==> src/rtl/muldiv_pkg.sv <==
// Shared definitions for the iterative multiply/divide unit:
// MIPS funct codes and the controller state encoding.
package muldiv_pkg;

   localparam logic [5:0] FUNCT_MULT  = 6'b011000;
   localparam logic [5:0] FUNCT_MULTU = 6'b011001;
   localparam logic [5:0] FUNCT_DIV   = 6'b011010;
   localparam logic [5:0] FUNCT_DIVU  = 6'b011011;
   localparam logic [5:0] FUNCT_MTHI  = 6'b010001;
   localparam logic [5:0] FUNCT_MTLO  = 6'b010011;

   typedef enum logic [1:0] {
      IDLE,
      CALC,
      FIX
   } state_t;

endpackage

==> src/rtl/muldiv_step.sv <==
// One radix-2 iteration on the {rem, acc} pair:
// shift-add for multiply, restore-subtract for divide.
module muldiv_step #(
   parameter int WIDTH = 32
) (
   input  logic             is_div,
   input  logic [WIDTH-1:0] rem,
   input  logic [WIDTH-1:0] acc,
   input  logic [WIDTH-1:0] opnd,
   output logic [WIDTH-1:0] rem_next,
   output logic [WIDTH-1:0] acc_next
);

   logic [WIDTH:0]   sum;
   logic [WIDTH:0]   rem_sh;
   logic [WIDTH-1:0] diff;
   logic             ge;

   always_comb begin
      sum    = {1'b0, rem} + (acc[0] ? {1'b0, opnd} : '0);
      rem_sh = {rem, acc[WIDTH-1]};
      // rem < opnd holds, so a successful trial difference fits in WIDTH bits
      diff   = rem_sh[WIDTH-1:0] - opnd;
      ge     = rem_sh >= {1'b0, opnd};
      if (is_div) begin
         rem_next = ge ? diff : rem_sh[WIDTH-1:0];
         acc_next = {acc[WIDTH-2:0], ge};
      end else begin
         rem_next = sum[WIDTH:1];
         acc_next = {sum[0], acc[WIDTH-1:1]};
      end
   end

endmodule

==> src/rtl/muldiv_unit.sv <==
// Iterative mult/div unit owning HI/LO; magnitudes are computed
// unsigned over WIDTH cycles and sign-corrected in a final FIX cycle.
module muldiv_unit
   import muldiv_pkg::*;
#(
   parameter int WIDTH = 32
) (
   input  logic             clk,
   input  logic             reset_n,
   input  logic             start,
   input  logic [5:0]       funct,
   input  logic [WIDTH-1:0] op_a,
   input  logic [WIDTH-1:0] op_b,
   input  logic             flush,
   output logic             busy,
   output logic             done,
   output logic [WIDTH-1:0] hi,
   output logic [WIDTH-1:0] lo
);

   localparam int CW = $clog2(WIDTH);

   state_t           state;
   logic [CW-1:0]    cnt;
   logic             is_div;
   logic             neg_res;
   logic             neg_rem;
   logic             b_zero;
   logic [WIDTH-1:0] rem;
   logic [WIDTH-1:0] acc;
   logic [WIDTH-1:0] opnd;
   logic [WIDTH-1:0] rem_nx;
   logic [WIDTH-1:0] acc_nx;

   logic               sgn;
   logic               is_md;
   logic [WIDTH-1:0]   mag_a;
   logic [WIDTH-1:0]   mag_b;
   logic [2*WIDTH-1:0] prod;

   always_comb begin
      sgn   = ~funct[0];
      is_md = funct inside {FUNCT_MULT, FUNCT_MULTU,
                            FUNCT_DIV, FUNCT_DIVU};
      mag_a = (sgn && op_a[WIDTH-1]) ? -op_a : op_a;
      mag_b = (sgn && op_b[WIDTH-1]) ? -op_b : op_b;
      prod  = neg_res ? -{rem, acc} : {rem, acc};
   end

   assign busy = (state != IDLE);

   muldiv_step #(.WIDTH(WIDTH)) u_step (
      .is_div   (is_div),
      .rem      (rem),
      .acc      (acc),
      .opnd     (opnd),
      .rem_next (rem_nx),
      .acc_next (acc_nx)
   );

   always_ff @(posedge clk or negedge reset_n) begin
      if (!reset_n) begin
         state   <= IDLE;
         cnt     <= '0;
         is_div  <= 1'b0;
         neg_res <= 1'b0;
         neg_rem <= 1'b0;
         b_zero  <= 1'b0;
         rem     <= '0;
         acc     <= '0;
         opnd    <= '0;
         hi      <= '0;
         lo      <= '0;
         done    <= 1'b0;
      end else begin
         done <= 1'b0;
         if (flush) begin
            state <= IDLE;
         end else begin
            unique case (state)
               IDLE: begin
                  if (start && is_md) begin
                     state   <= CALC;
                     cnt     <= '0;
                     is_div  <= funct[1];
                     neg_res <= sgn && (op_a[WIDTH-1] ^ op_b[WIDTH-1]);
                     neg_rem <= sgn && op_a[WIDTH-1];
                     b_zero  <= (op_b == '0);
                     rem     <= '0;
                     acc     <= funct[1] ? mag_a : mag_b;
                     opnd    <= funct[1] ? mag_b : mag_a;
                  end else if (start && funct == FUNCT_MTHI) begin
                     hi <= op_a;
                  end else if (start && funct == FUNCT_MTLO) begin
                     lo <= op_a;
                  end
               end
               CALC: begin
                  rem <= rem_nx;
                  acc <= acc_nx;
                  cnt <= cnt + 1'b1;
                  if (cnt == CW'(WIDTH - 1)) state <= FIX;
               end
               FIX: begin
                  state <= IDLE;
                  done  <= 1'b1;
                  if (is_div) begin
                     lo <= b_zero ? '1 : (neg_res ? -acc : acc);
                     hi <= neg_rem ? -rem : rem;
                  end else begin
                     {hi, lo} <= prod;
                  end
               end
               default: state <= IDLE;
            endcase
         end
      end
   end

endmodule

==> config.mk <==
export PLATFORM = sky130hd
export DESIGN_NAME = muldiv_unit
export DESIGN_NICKNAME = d
export VERILOG_FILES = /design/src/rtl/muldiv_pkg.sv /design/src/rtl/muldiv_step.sv /design/src/rtl/muldiv_unit.sv
export SDC_FILE = /design/constraint.sdc
export NUM_CORES = 1
export LEC_CHECK = 0
export CAP_MARGIN = 5
export CELL_PAD_IN_SITES_DETAIL_PLACEMENT = 0
export CELL_PAD_IN_SITES_GLOBAL_PLACEMENT = 1
export CORE_UTILIZATION = 40
export DETAILED_ROUTE_END_ITERATION = 8
export GPL_ROUTABILITY_DRIVEN = 0
export PLACE_DENSITY_LB_ADDON = 0.1
export SYNTH_ARGS = -nofsm -noshare
export SYNTH_HDL_FRONTEND = slang
export SYNTH_SLANG_ARGS = --single-unit
==> constraint.sdc <==
create_clock -name clk -period 3.45 [get_ports clk]
set_clock_uncertainty 0.05 [all_clocks]
set_input_delay 0.8625 -clock clk [delete_from_list [all_inputs] [get_ports clk]]
set_output_delay 0.8625 -clock clk [all_outputs]
set_load 0.01 [all_outputs]
Yosys cells after proc, flatten, opt, wreduce, memory -nomap -nowiden
Index checks and enable logic that the tools add are counted.
Operators by class
  $add $sub $neg: 8
  multiply operators: 0
  div/mod/pow operators: 0
  order comparisons: 1
  eq/ne operators: 16
  shifts and indexed selects: 0
  mux-type cells: 33
  bitwise logic cells: 3
  reductions and logical operators: 17
Operators by type and width (number)
  two-way mux 32 bit: 20
  one-hot mux 32 bit (2 select lines): 4
  negation 32 bit: 4
  two-way mux 64 bit: 1
  negation 64 bit: 1
  equality test 6 x 5 -> 1 bit, second input constant: 6
  adder 32 x 33 -> 33 bit: 1
  greater-or-equal comparator 33 x 32 -> 1 bit: 1
  logical NOT 32 bit: 1
  subtractor 32 bit: 1
  != test 2 bit, second input constant: 5
  one-hot mux 5 bit (2 select lines): 1
  logical AND 1 bit: 6
  two-way mux 2 bit: 3
  != test 3 bit, second input constant: 2
  AND reduction 3 bit: 2
  nonzero test 2 bit: 3
  adder 5 x 1 -> 5 bit, second input constant: 1
  equality test 5 bit, second input constant: 1
  two-way mux 5 bit: 1
  AND reduction 5 bit: 1
  one-hot mux 2 bit (2 select lines): 1
  AND reduction 4 bit: 1
  nonzero test 4 bit: 1
  7 further kinds: 9
Word-level totals
  bits in registers: 172
  latch bits: 0
  bits in writable memories: 0
  bits in read-only memories: 0
  bits of input ports: 74
  output and inout port bits: 66
  logic and storage cells: 90
  memories kept: 0

Depth between registers and ports, before layout
  depth after elaboration: 6
  mapped depth: 14
  gate-level depth less buffers: 13

Modules after synthesis
From an unflattened synthesis, not the netlist that was laid out.
Unflattened totals
  cell total of the unflattened synthesis: 1912
  area total of the unflattened synthesis: 15192.1 um^2
By module, submodules not included
  muldiv_unit: times used 1, cells an instance 1226, area each 10588.9 um^2, sequential area each 4304.1 um^2
  muldiv_step: times used 1, cells an instance 686, area each 4603.2 um^2, sequential area each 0.0 um^2

Worst setup path before layout
OpenSTA, ideal clock, no wires.
  path kind: register to register
  start point: reg acc[0]
  end point: reg rem[29]
  library setup time: 0.127 ns
  arrival: 3.238 ns
  slack: 0.035 ns
  stages on the path, launching flop included: 14
  buffers on the path: 1
  cells stage by stage: dfrtp_1 > inv_1 > clkbuf_1 > nor2_1 > ha_1 > a21oi_1 > nand2_1 > o21a_1 > a311oi_1 > o21ai_1 > a311o_1 > a2111oi_0 > or4_1 > nand3_1
Between the ends
  word-level cells in the longest chain between the ends: 4
RTL lines
  from (decl): RTL line muldiv_unit.sv:30  | logic [WIDTH-1:0] acc;
  from (signal assigned): RTL line muldiv_unit.sv:90  | acc <= funct[1] ? mag_a : mag_b;
  from (signal assigned): RTL line muldiv_unit.sv:100  | acc <= acc_nx;
  two-way mux 32 bit: RTL line muldiv_step.sv:20  | sum = {1'b0, rem} + (acc[0] ? {1'b0, opnd} : '0);
  adder 32 x 33 -> 33 bit: RTL line muldiv_step.sv:20
  two-way mux 32 bit: RTL line muldiv_step.sv:25  | if (is_div) begin
  one-hot mux 32 bit (2 select lines): RTL line muldiv_unit.sv:80  | unique case (state)
  to (signal assigned): RTL line muldiv_unit.sv:99  | rem <= rem_nx;
  to (decl): RTL line muldiv_unit.sv:29  | logic [WIDTH-1:0] rem;
No other way between the ends.
A chain may end at the register's enable or synchronous reset.

Final worst setup path
Ends and elaborated chain as after synthesis.

==> results.md <==
- Outcome: complete, no violations
- Max-cap violations: 0
- DR iter-0 viols: 1,419
- Clock sinks: 172
- Area leader, netlist: dfrtp_1
- Worst slew margin: 0.3727
- Die Wd: 195.6 µm
- DPL Wire Length: 49.08 mm
- Synth Flop Type: dfrtp_1
- Worst VDD drop: 0.5156 mV
- CTS Buf Count: 17
- Pre-antenna DRT Iters: 6
- Clock latency on the worst-skew pair: around 0.46 ns
- CTS tree: yes
- Reg2reg end: rem[29]
- Hold Vio Cnt, Final: 0
- Syn Inst Count: 1,931
- Avg Synthesized Cell Area: about 7.8 µm²
- Share of cells above drive strength 1: 0.1721
- Distinct cells, synth: 85
- Post-Syn Area: 14,990 µm²
- Clock Tree Buf Depth: 2
- Detail Route Antenna Nets: 0
- Vias per cell: 5.816
- Fin area: roughly 19,000 µm²
- Worst hold path class: input pin to asynchronous set/reset pin
- Setup-failing EPs final: 0
- Top cell type's share of synthesized area: 0.2872
- Seq/Total Area, Yosys: 0.2872
- Worst Setup SP: acc[0]
- Yosys warns: 0
- XOR/XNOR share of the synthesized area: 0.1005
- CP max FO: 3
- Die ar.: 38,240 µm²
- GRT Util Overall: 0.3202
- Reg clk slew, reported paths: about 0.08 ns
- Pwr Density: 889.0 nW/µm²
- Worst Path Required: 3.79 ns
- Post-route DRC: 0
- Reg-to-Reg Start: acc[0]
- RSZ-0062 raised after global routing: yes
- Critical path arrival: 3.77 ns
- Initial Util: 0.4084
- Core area: 36,700 µm²
- Post-synthesis simple-gate area fraction: 0.2023
- Critical path endpoint category: register
- Layout Area Growth over Synthesis: 29.80%
- I/O pin count: between 100 and 150
- Port buffer count: 139
- Global-route wire length before repair: 92.16 mm
- Vias: 15,870
- Vias in the first global route: 15,120
- Critical path startpoint category: register
- ANT cells: 0
- Largest net degree at the start of global routing: 55
- R2r setup slk: between 0.02 and 0.03 ns
- Clk root buf: clkbuf_16
- Slew @ Worst Pin: 0.9410 ns
- Compound-Gate Fraction of Synth Area: 0.2658
- Adder-cell share of the synthesized area: 0.06112
- Ys async rst share: 1.000
- Die height: 195.6 µm
- Initial antenna violation count: 0
- # hold bufs at CTS: 0
- WL per Instance: approximately 22 µm
- FMAX: 0.2923 GHz
- Leading post-synthesis cells by cell area: dfrtp_1 (29%), xnor2_1 (6.4%), ha_1 (5.8%)
- Critical Path End: rem[29]
- Cell Rows: 70
- Filler Cell Count: 3,581
- H-tree depth: 4
- Post-synth EDFFs: 0
- Reg2reg path depth: 15
- Routed wire length: 61.06 mm
- Main combinational cell family by area after synthesis: compound AO/OA/AOI/OAI gates
- Core Util, Final: 0.5300
- LEAKAGE: approximately 8.7 nW
- Mux contribution to synthesized area: 0.03657
- Area after DPL: 18,640 µm²
- Nets: between 2,000 and 2,500
- Pins Over Slew Limit: 0
- Min Tclk post-route: 3.422 ns
- Fin crit share: 0.9918
- Synthesis-stage register bit count: 172
- Worst Setup Path Type: register to register
- Mapped Nets: 2,077
- Total grt overflow: 0
## cell families (layout without fill, tap and decap cells)
kind of cell,Yosys count,after routing
AO/OA/AOI/OAI,650,650
XOR/XNOR,172,172
adder cells (fa/ha/maj),72,72
buffers and inverters,178,507
flip-flops,172,172
multiplexers,54,54
AND/OR/NAND/NOR,633,633
## placed cells by master (no fill, tap or decap), types with 26 or more instances in the layout
master	count
clkdlybuf4s50_1	137
inv_1	63
xnor2_1	109
mux2i_1	48
xor2_1	63
o21ai_0	160
o21ai_1	64
dfrtp_1	171
nor2_1	179
buf_4	260
o31ai_1	34
a21oi_1	161
nand3_1	26
nor3_1	40
ha_1	68
nand2_1	223
a21o_1	39
## final cells by class
class | instances | area (µm²) | share of cell area
Clock inverter | 15 | 153.9 | 0.007912
Inverter | 65 | 244.0 | 0.01254
Clock buffer | 17 | 425.4 | 0.02187
Sequential cell | 172 | 4305 | 0.2213
Multi-Input combinational cell | 1581 | 10200 | 0.5244
Timing Repair Buffer | 410 | 3537 | 0.1818
Tap cell | 468 | 585.6 | 0.03010
## critical path, cell delays in order, from the launching register on
cell,delay [ns]
dfrtp_1,0.41
buf_6,0.12
and2_1,0.14
ha_2,0.19
inv_1,0.05
fa_2,0.34
nand2b_4,0.17
a21oi_4,0.17
o21a_1,0.18
a311oi_2,0.13
o21ai_2,0.28
a311o_1,0.33
a2111oi_2,0.10
buf_4,0.15
or4_1,0.46
nand3_1,0.09
## per-stage QoR
stage | hold WS, ns | power [mW] | TNS [ns] | worst slack, ns | instances
finish | 0.3140 | 17.29 | 0 | 0.02828 | 2728
global placement | 0.4104 | 14.76 | -8.177 | -0.3395 | 2691
CTS | 0.3150 | 16.97 | 0 | 0.003826 | 2723
global route | 0.3321 | 18.52 | -0.2063 | -0.09558 | 2728
floorplan | 0.3998 | 10.44 | 0 | 0.03478 | 1931
detailed placement | 0.4186 | 14.85 | -10.08 | -0.3600 | 2691
## repair_timing
item	4_1_cts	5_1_grt
hold endpoints to repair	0	0
pin swaps	3	17
buffers inserted	0	5
endpoints found under the setup margin	10	20
gates resized for setup	10	39
## where the power goes
group	leakage, nW	total (mW)	switching (mW)	internal [mW]
clock network	0.290	2.03	1.01	1.02
registers	2.21	3.41	0.762	2.65
logic	6.17	11.8	6.73	5.12
## Yosys cell counts, types with 26 or more instances
cell type / instances
a21o_1: 39
a21oi_1: 167
clkbuf_1: 95
dfrtp_1: 172
ha_1: 70
inv_1: 64
mux2i_1: 48
nand2_1: 225
nand3_1: 26
nor2_1: 183
nor3_1: 41
o21ai_0: 166
o21ai_1: 63
o31ai_1: 36
xnor2_1: 109
xor2_1: 63
## how the worst min path moves through the flow
stage / start / to / depth (start not counted)
2_1_floorplan: opnd[10] / opnd[10] / 2
3_3_place_gp: lo[16] / lo[16] / 1
3_5_place_dp: lo[16] / lo[16] / 1
4_1_cts: reset_n / hi[17] / 1
5_1_grt: reset_n / hi[17] / 1
6_report: reset_n / hi[17] / 1
## layer usage
metal	global-route usage	wire length [µm]	up-vias
met5	0	0	-
met4	0.1700	3181	0
met3	0.06131	4938	113
met2	0.4578	24960	662
met1	0.4531	27970	7493
li1	-	-	7599
## state kept, by name, indices dropped and copies added (netlist names)
signal,count
acc,32
hi,32
lo,32
opnd,32
rem,32
cnt,5
state,2
b_zero,1
done,1
is_div,1
neg_rem,1
neg_res,1
Note: power is estimated with default switching activity, not from simulation.
